[src/rtl/axis_mm2s_cmd_throttle.sv]
// axis_mm2s_cmd_throttle
// Forwards 72-bit DataMover MM2S commands through a one-deep register slice,
// stamping each with a rolling 4-bit tag in bits [67:64]. A credit counter
// bounds the number of commands the DataMover holds without a returned status.
// The status stream is consumed and checked against the oldest expected tag.
// The first error (bad status bits, tag mismatch or a status with nothing
// outstanding) is latched and stops new commands until software pulses clear.

module axis_mm2s_cmd_throttle #(
    parameter int MAX_OUTSTANDING = 4,
    parameter int OUT_W           = $clog2(MAX_OUTSTANDING + 1)
) (
    input  logic             clk,
    input  logic             resetn,

    input  logic [71:0]      s_axis_cmd_tdata,
    input  logic             s_axis_cmd_tvalid,
    output logic             s_axis_cmd_tready,
    input  logic             s_axis_cmd_tlast,

    output logic [71:0]      m_axis_cmd_tdata,
    output logic             m_axis_cmd_tvalid,
    input  logic             m_axis_cmd_tready,
    output logic             m_axis_cmd_tlast,

    input  logic [7:0]       s_axis_sts_tdata,
    input  logic             s_axis_sts_tvalid,
    output logic             s_axis_sts_tready,

    input  logic             clear,
    output logic [OUT_W-1:0] outstanding,
    output logic [31:0]      cmd_count,
    output logic [31:0]      sts_count,
    output logic             err_flag,
    output logic [7:0]       err_code
);

    // Credit limit widened by one bit so the in-flight sum cannot overflow.
    localparam logic [OUT_W:0] MAX_CREDIT = (OUT_W + 1)'(MAX_OUTSTANDING);
    localparam logic [7:0]     PROTO_ERR  = 8'hFF;

    // Register slice
    logic [71:0]      m_tdata_q,     m_tdata_d;
    logic             m_tvalid_q,    m_tvalid_d;
    logic [3:0]       tag_q,         tag_d;

    // Status tracking
    logic [3:0]       exp_tag_q,     exp_tag_d;
    logic [OUT_W-1:0] outstanding_q, outstanding_d;

    // Statistics and error state
    logic [31:0]      cmd_count_q,   cmd_count_d;
    logic [31:0]      sts_count_q,   sts_count_d;
    logic             err_flag_q,    err_flag_d;
    logic [7:0]       err_code_q,    err_code_d;

    // Handshakes and status classification
    logic             s_hs;
    logic             m_hs;
    logic             st_hs;
    logic             st_valid;
    logic             sts_orphan;
    logic             sts_bad;
    logic             new_err;
    logic             credit_ok;
    logic [OUT_W:0]   credit_used;

    // The generator's tlast carries no meaning for single-beat commands.
    logic             unused_tlast;
    assign unused_tlast = s_axis_cmd_tlast;

    // A command sitting in the slice already holds a credit, so it is counted
    // alongside the commands the DataMover has accepted.
    assign credit_used = {1'b0, outstanding_q} + {{OUT_W{1'b0}}, m_tvalid_q};
    assign credit_ok   = (credit_used < MAX_CREDIT);

    assign s_axis_cmd_tready = resetn & ~err_flag_q & ~clear
                             & (~m_tvalid_q | m_axis_cmd_tready) & credit_ok;
    assign s_axis_sts_tready = resetn;

    assign s_hs  = s_axis_cmd_tvalid & s_axis_cmd_tready;
    assign m_hs  = m_tvalid_q & m_axis_cmd_tready;
    assign st_hs = s_axis_sts_tvalid & s_axis_sts_tready;

    // A status with nothing outstanding has no command to match against.
    assign sts_orphan = (outstanding_q == '0);
    assign st_valid   = st_hs & ~sts_orphan;
    assign sts_bad    = ~s_axis_sts_tdata[7]
                      | (|s_axis_sts_tdata[6:4])
                      | (s_axis_sts_tdata[3:0] != exp_tag_q);
    assign new_err    = st_hs & (sts_orphan | sts_bad);

    // Next-state computation for the slice, counters and error latch.
    always_comb begin
        m_tdata_d     = m_tdata_q;
        m_tvalid_d    = m_tvalid_q;
        tag_d         = tag_q;
        exp_tag_d     = exp_tag_q;
        outstanding_d = outstanding_q;
        cmd_count_d   = cmd_count_q;
        sts_count_d   = sts_count_q;
        err_flag_d    = err_flag_q;
        err_code_d    = err_code_q;

        if (s_hs) begin
            m_tdata_d  = {s_axis_cmd_tdata[71:68], tag_q, s_axis_cmd_tdata[63:0]};
            m_tvalid_d = 1'b1;
            tag_d      = tag_q + 4'd1;
        end else if (m_hs) begin
            m_tvalid_d = 1'b0;
        end

        if (m_hs) begin
            cmd_count_d = cmd_count_q + 32'd1;
        end

        unique case ({m_hs, st_valid})
            2'b10:   outstanding_d = outstanding_q + OUT_W'(1);
            2'b01:   outstanding_d = outstanding_q - OUT_W'(1);
            default: outstanding_d = outstanding_q;
        endcase

        if (st_valid) begin
            exp_tag_d = exp_tag_q + 4'd1;
        end

        if (st_hs) begin
            sts_count_d = sts_count_q + 32'd1;
        end

        if (new_err && !err_flag_q) begin
            err_flag_d = 1'b1;
            err_code_d = sts_orphan ? PROTO_ERR : s_axis_sts_tdata;
        end

        // Soft clear leaves tags, credit and the slice alone so statuses for
        // commands already in flight still line up afterwards.
        if (clear) begin
            err_flag_d  = 1'b0;
            err_code_d  = 8'h00;
            cmd_count_d = 32'd0;
            sts_count_d = 32'd0;
        end
    end

    // State registers with synchronous active-low reset.
    always_ff @(posedge clk) begin
        if (!resetn) begin
            m_tdata_q     <= 72'd0;
            m_tvalid_q    <= 1'b0;
            tag_q         <= 4'd0;
            exp_tag_q     <= 4'd0;
            outstanding_q <= '0;
            cmd_count_q   <= 32'd0;
            sts_count_q   <= 32'd0;
            err_flag_q    <= 1'b0;
            err_code_q    <= 8'h00;
        end else begin
            m_tdata_q     <= m_tdata_d;
            m_tvalid_q    <= m_tvalid_d;
            tag_q         <= tag_d;
            exp_tag_q     <= exp_tag_d;
            outstanding_q <= outstanding_d;
            cmd_count_q   <= cmd_count_d;
            sts_count_q   <= sts_count_d;
            err_flag_q    <= err_flag_d;
            err_code_q    <= err_code_d;
        end
    end

    assign m_axis_cmd_tdata  = m_tdata_q;
    assign m_axis_cmd_tvalid = m_tvalid_q;
    assign m_axis_cmd_tlast  = 1'b1;
    assign outstanding       = outstanding_q;
    assign cmd_count         = cmd_count_q;
    assign sts_count         = sts_count_q;
    assign err_flag          = err_flag_q;
    assign err_code          = err_code_q;

endmodule

[config.mk]
export PLATFORM = sky130hd
export DESIGN_NAME = axis_mm2s_cmd_throttle
export DESIGN_NICKNAME = d
export VERILOG_FILES = /design/src/rtl/axis_mm2s_cmd_throttle.sv
export SDC_FILE = /design/constraint.sdc
export NUM_CORES = 1
export LEC_CHECK = 0
export ABC_AREA = 1
export ABC_CLOCK_PERIOD_IN_PS = 4100
export CORE_ASPECT_RATIO = 0.9
export CORE_MARGIN = 2
export CORE_UTILIZATION = 51
export CTS_BUF_LIST = sky130_fd_sc_hd__clkbuf_4
export DETAILED_ROUTE_END_ITERATION = 8
export PLACE_DENSITY = 0.93
export SYNTH_ARGS = -nofsm -noshare
export SYNTH_HDL_FRONTEND = slang
export SYNTH_SLANG_ARGS = --single-unit
export TNS_END_PERCENT = 1
[constraint.sdc]
create_clock -name clk -period 4.1 [get_ports clk]
set_input_delay 0.41 -clock clk [delete_from_list [all_inputs] [get_ports clk]]
set_output_delay 0.41 -clock clk [all_outputs]
set_load 0.005 [all_outputs]
After elaboration in Yosys (flattened, before gate mapping) --
Cells that the tools add are included.
Operators by class: div/mod/pow operators 0, multiplexer cells 4, bitwise logic cells 19, multiply operators 0, add/subtract/negate cells 7, eq/ne operators 3, reduce and logical (&&, ||, !) cells 7, order comparisons 1, shifts and indexed selects 0
Operators with widths (count):
- $add A32 B1 Y32 const B | 2
- $and A1 B1 Y1 | 9
- $add A4 B1 Y4 const B | 2
- $mux W8 | 1
- $not A1 Y1 | 6
- $pmux W3 S2 | 1
- $add A3 B1 Y4 | 1
- $lt A4 B3 Y1 const B | 1
- $ne A4 B4 Y1 | 1
- $or A1 B1 Y1 | 4
- $reduce_bool A2 Y1 | 2
- $add A3 B1 Y3 const B | 1
- $logic_not A3 Y1 | 1
- $reduce_or A3 Y1 | 1
- $sub A3 B1 Y3 const B | 1
- $eq A2 B1 Y1 const B | 1
- $eq A2 B2 Y1 const B | 1
- $mux W1 | 2
- $reduce_or A2 Y1 | 1
- $logic_and A1 B1 Y1 | 1
- $logic_not A1 Y1 | 1
Storage, ports and cells: output and inout port bits 152, memories kept 0, flip-flop bits (word level) 157, memory bits (writable) 0, bits of input ports 87, latch bits 0, bits in read-only memories 0, word-level logic and storage cells 50

Longest topological paths before layout --
depth in word-level cells 7, depth in mapped cells 12, gate-level depth less buffers 11

Worst setup path before layout --
Ideal clock, no wire load.
path kind input to register, from in resetn, to reg outstanding_q[2] (netlist: outstanding[2]), buffers on the path 1, data required time 3978 ps, arrival 2014 ps, setup slack 1964 ps, setup time 122 ps, cell stages on the path 12, path through buf_4 -> nand2_1 -> clkinv_1 -> nand2_1 -> inv_1 -> ha_1 -> inv_1 -> fa_1 -> a21oi_1 -> o21ai_0 -> o21ai_0 -> a21oi_1
On the way: word-level cells in the longest chain between the ends 4, elaborated cells between the ends (all ways) 6, those cells by class 2 x eq/ne; 1 x mux; 2 x bitwise; 1 x reduce/logical
Ends and longest elaborated chain:
- start, declared | RTL line 14 | input logic resetn,
- $and A1 B1 Y1 * | RTL line 83 | assign st_hs = s_axis_sts_tvalid & s_axis_sts_tready;
- $and A1 B1 Y1 * | RTL line 87 | assign st_valid = st_hs & ~sts_orphan;
- via st_valid | RTL line 61 | logic st_valid;
- $eq A2 B1 Y1 or $eq A2 B2 Y1 (tied branches) | RTL line 117 | unique case ({m_hs, st_valid})
- $pmux W3 S2 or $reduce_bool A2 Y1 (tied branches)
- end signal, assigned | RTL line 163 | outstanding_q <= outstanding_d;
- end, declared | RTL line 49 | logic [OUT_W-1:0] outstanding_q, outstanding_d;
Mark *: on every way through the listed nets, which the timed path passes. The rest lies on a longest branch. A chain may end at the register's enable or synchronous reset.

Worst setup path in the final report --
from in resetn, to out s_axis_cmd_tready
On the way: word-level cells in the longest chain between the ends 4
Ends and longest elaborated chain:
- $and A1 B1 Y1 (2 in a row) | RTL line 77 | assign s_axis_cmd_tready = resetn & ~err_flag_q & ~clear
- $and A1 B1 Y1 (2 in a row) | RTL line 78 | & (~m_tvalid_q | m_axis_cmd_tready) & credit_ok;
- end, declared | RTL line 18 | output logic s_axis_cmd_tready,
No other way between the ends.

==> summary.txt <==
Clock network
  • CTS tree: built
  • H-tree depth: 4
  • Total CTS buffers: 17
  • Clk slew on worst S/H paths: roughly 0.13 ns
  • Cts hold-fix bufs: 0
  • Number of setup buffers added after CTS: 0
  • CTS root buffer: clkbuf_4
  • Post-CTS resize count: 0
  • Clk_lat worst skew: roughly 0.55 ns
  • CTS Buffer Depth: 2
  • Clock sink count: approximately 160

GRT
  • Initial antenna violation count: 0
  • First-pass GRT wire length: between 30000 and 40000 um
  • Vias in the first global route: roughly 6800
  • GRT Overall Usage: between 20% and 30%
  • Largest net degree at the start of global routing: 78
  • GR Overflow Total: 0

Power and ir drop
  • Maximum vdd ir drop: roughly 0.00026 V
  • Static leakage: 3.50 nW
  • Cell Pwr Density: between 200 and 300 nW/um2

Placement
  • Gpl congestion: between 0.9 and 1
  • PortBufs: between 200 and 250
  • Dpl hpwl: 14100 um

Logic synthesis
  • Main combinational cell family by area after synthesis: simple AND/OR/NAND/NOR gates
  • Yosys top cell by area: dfxtp_1
  • Synth Area in Simple Gates: 33.2%
  • Post-synthesis compound-gate area fraction: 10.7%
  • Synth Register Bits: between 150 and 200
  • Adder-cell share of the synthesized area: between 1 and 1.5%
  • Mux contribution to synthesized area: 0%
  • Syn Inst Count: approximately 1000
  • Mapped Nets: 1121
  • Synth top area cells: dfxtp_1, nand2_1, nand3_1, a21oi_1, nor2_1
  • Synth Cell Area: roughly 7100 um2
  • Area share of the largest cell type after synthesis: 44.0%
  • Warnings from Yosys: 0
  • XOR/XNOR Fraction of Synth Area: 1.47%
  • Unique masters post-synth: 34
  • Syn avg cell area: just under 7 um2
  • Seq/Total Area, Yosys: around 44%

Die
  • Die Span Y: roughly 120 um
  • Die W: between 100 and 150 um
  • # rows: 41
  • Core Area: about 14000 um2
  • Die footprint: roughly 15000 um2
  • # IOs: 239
  • Initial Utilization: 51.6%

Final layout
  • Nets: about 1300
  • Area added between synthesis and finish: 36.3%
  • Core Util, Final: between 70% and 80%
  • Layout cells sized above 1: 4.72%
  • Antenna diode count: 0

Setup path
  • Worst EP required: 3.69 ns
  • CP arrival: 2.65 ns
  • Crit path capture type: primary output
  • Setup CP Type: input pin to primary output
  • Reg2reg start: cmd_count[0]
  • Crit path max fanout: 28
  • R2r setup slk: between 1.5 and 2 ns
  • Reg2Reg Depth: 9
  • RR Endpoint: cmd_count[22]
  • Startpoint type of the worst setup path: input pin

STA
  • Rel. slew slack: between 40% and 50%
  • Final period utilization: between 70% and 80%
  • Slew at the pin closest to its max-slew limit: between 0.8 and 0.9 ns
  • Final setup TNS: 0 ns
  • Final setup viols: 0
  • Max-slew violations: 0
  • RSZ-0062 raised after global routing: no
  • Hold slack: roughly 0.42 ns
  • Maximum clock frequency: 0.327 GHz
  • Clock skew: 0.0267 ns
  • Crit path time final: 3.06 ns
  • Final hold violation count: 0

Detailed routing
  • Post-Route WL: 19900 um
  • Final ANT Viol Nets: 0
  • Routed vias: about 7400
  • Drc violations: 0
  • Vias/cell: about 5.2
  • DRT iter0 DRCs: between 500 and 600
  • Wire per inst: ~14 um
  • Total iterations of the first detailed-routing run: 5

Hold path
  • Hold_sp: s_axis_cmd_tdata[61]
  • Worst min-delay path endpoint: m_axis_cmd_tdata[61]
  • Hold Path Depth: 3
  • Worst Hold Class: input pin to flip-flop

Run status
  • Outcome: finished clean

Flow run
  • Max_cap viols: 0
sequential cells by signal (all words and copies together), names as in the netlist:
signal / count
outstanding: 3
err_code: 8
err_flag: 1
sts_count: 32
cmd_count: 32
m_axis_cmd_tdata: 72
exp_tag_q: 4
tag_q: 4
m_axis_cmd_tvalid: 1
synth_stat cells:
cell	n
nand3_2	10
o21bai_1	2
xor2_1	7
o21ai_0	28
nor2_1	133
clkbuf_1	25
buf_4	4
a21oi_2	7
or2_2	2
or2_1	1
buf_2	12
nor3_1	16
fa_1	1
buf_12	1
buf_6	3
nor3_2	1
ha_1	5
buf_8	1
dfxtp_1	157
a21oi_1	105
nand4_1	22
clkinv_1	1
nor3b_1	3
inv_2	1
nand3_1	108
nor4_1	1
o21a_1	2
nand3b_1	2
inv_1	110
nand2_1	248
and2_1	2
xnor2_1	5
conb_1	1
a31oi_1	1
worst max-delay path, cell delays in order:
cell and delay (ns):
clkdlybuf4s50_1 0.74, inv_2 0.06, or2_1 0.22, buf_4 0.24, nor3_2 0.20, and2_2 0.20, clkdlybuf4s50_1 0.57
cell families after synthesis:
family | count (synthesis)
DFF | 157
and+or+nand+nor | 549
other | 1
xor gates and xnor gates | 12
buffers and inverters | 158
AOI/OAI and AO/OA | 145
adders and majority gates | 6
final cells by class:
cell class	count	area, um2
Clock buffer	22	165
Clock inverter	8	95.1
Fill cell	1112	4120
Inverter	112	420
Multi-Input combinational cell	713	3330
Sequential cell	157	3140
Tap cell	172	215
Timing Repair Buffer	238	2360
worst max path at each step:
stage / depth (start not counted) / start / slack, ns / to
floorplan: 12 / resetn / 1.96 / outstanding[2]
global placement: 12 / resetn / 0.97 / outstanding[2]
detailed placement: 12 / resetn / 0.89 / outstanding[2]
CTS: 7 / resetn / 1.02 / s_axis_cmd_tready
global route: 7 / resetn / 0.95 / s_axis_cmd_tready
finish: 7 / resetn / 1.04 / s_axis_cmd_tready
metrics by stage:
| stage | worst slack (ns) | std cells | power (W) | area (um2) |
|---|---|---|---|---|
| after CTS | 1.02 | 1422 | 0.00280 | 9740 |
| after detailed placement | 0.893 | 1392 | 0.00190 | 9480 |
| after floorplan | 1.96 | 1028 | 0.00174 | 7140 |
| after global routing | 0.945 | 1422 | 0.00289 | 9740 |
| final | 1.04 | 1422 | 0.00278 | 9740 |
| after global placement | 0.975 | 1392 | 0.00189 | 9480 |
report_power, final:
part / switching (W) / internal [W]
logic: 0.000141 / 0.000153
registers: 0.0000181 / 0.00155
clock network: 0.000525 / 0.000385
metal layers:
layer | vias to the layer above | track usage, % | wire length (um) | share of wire [%]
met5 | - | 0 | 0 | 0
met4 | 0 | 9.86 | 413 | 2.1
met3 | 34 | 9.89 | 1830 | 9.2
met2 | 293 | 43.4 | 9590 | 48
met1 | 3361 | 30.5 | 8060 | 41
li1 | 3727 | - | - | -
cell usage in the layout, fill, tap and decap left out, types with 2 or more instances in the layout:
master           instances
nand2_1                248
bufinv_16                2
nor3_1                  16
clkdlybuf4s50_1        231
dfxtp_1                157
nand4_1                 22
inv_1                  110
o21ai_0                 28
nor2_1                 133
xnor2_1                  5
clkinv_2                 3
ha_1                     5
nand3_2                 11
a21oi_1                105
nor3b_1                  3
o21a_1                   2
xor2_1                   7
clkbuf_4                22
or2_2                    2
clkinv_1                 2
buf_4                    6
nand3b_1                 2
a21oi_2                  7
o21bai_1                 2
nand3_1                107
(Power assumes the default switching activity.)
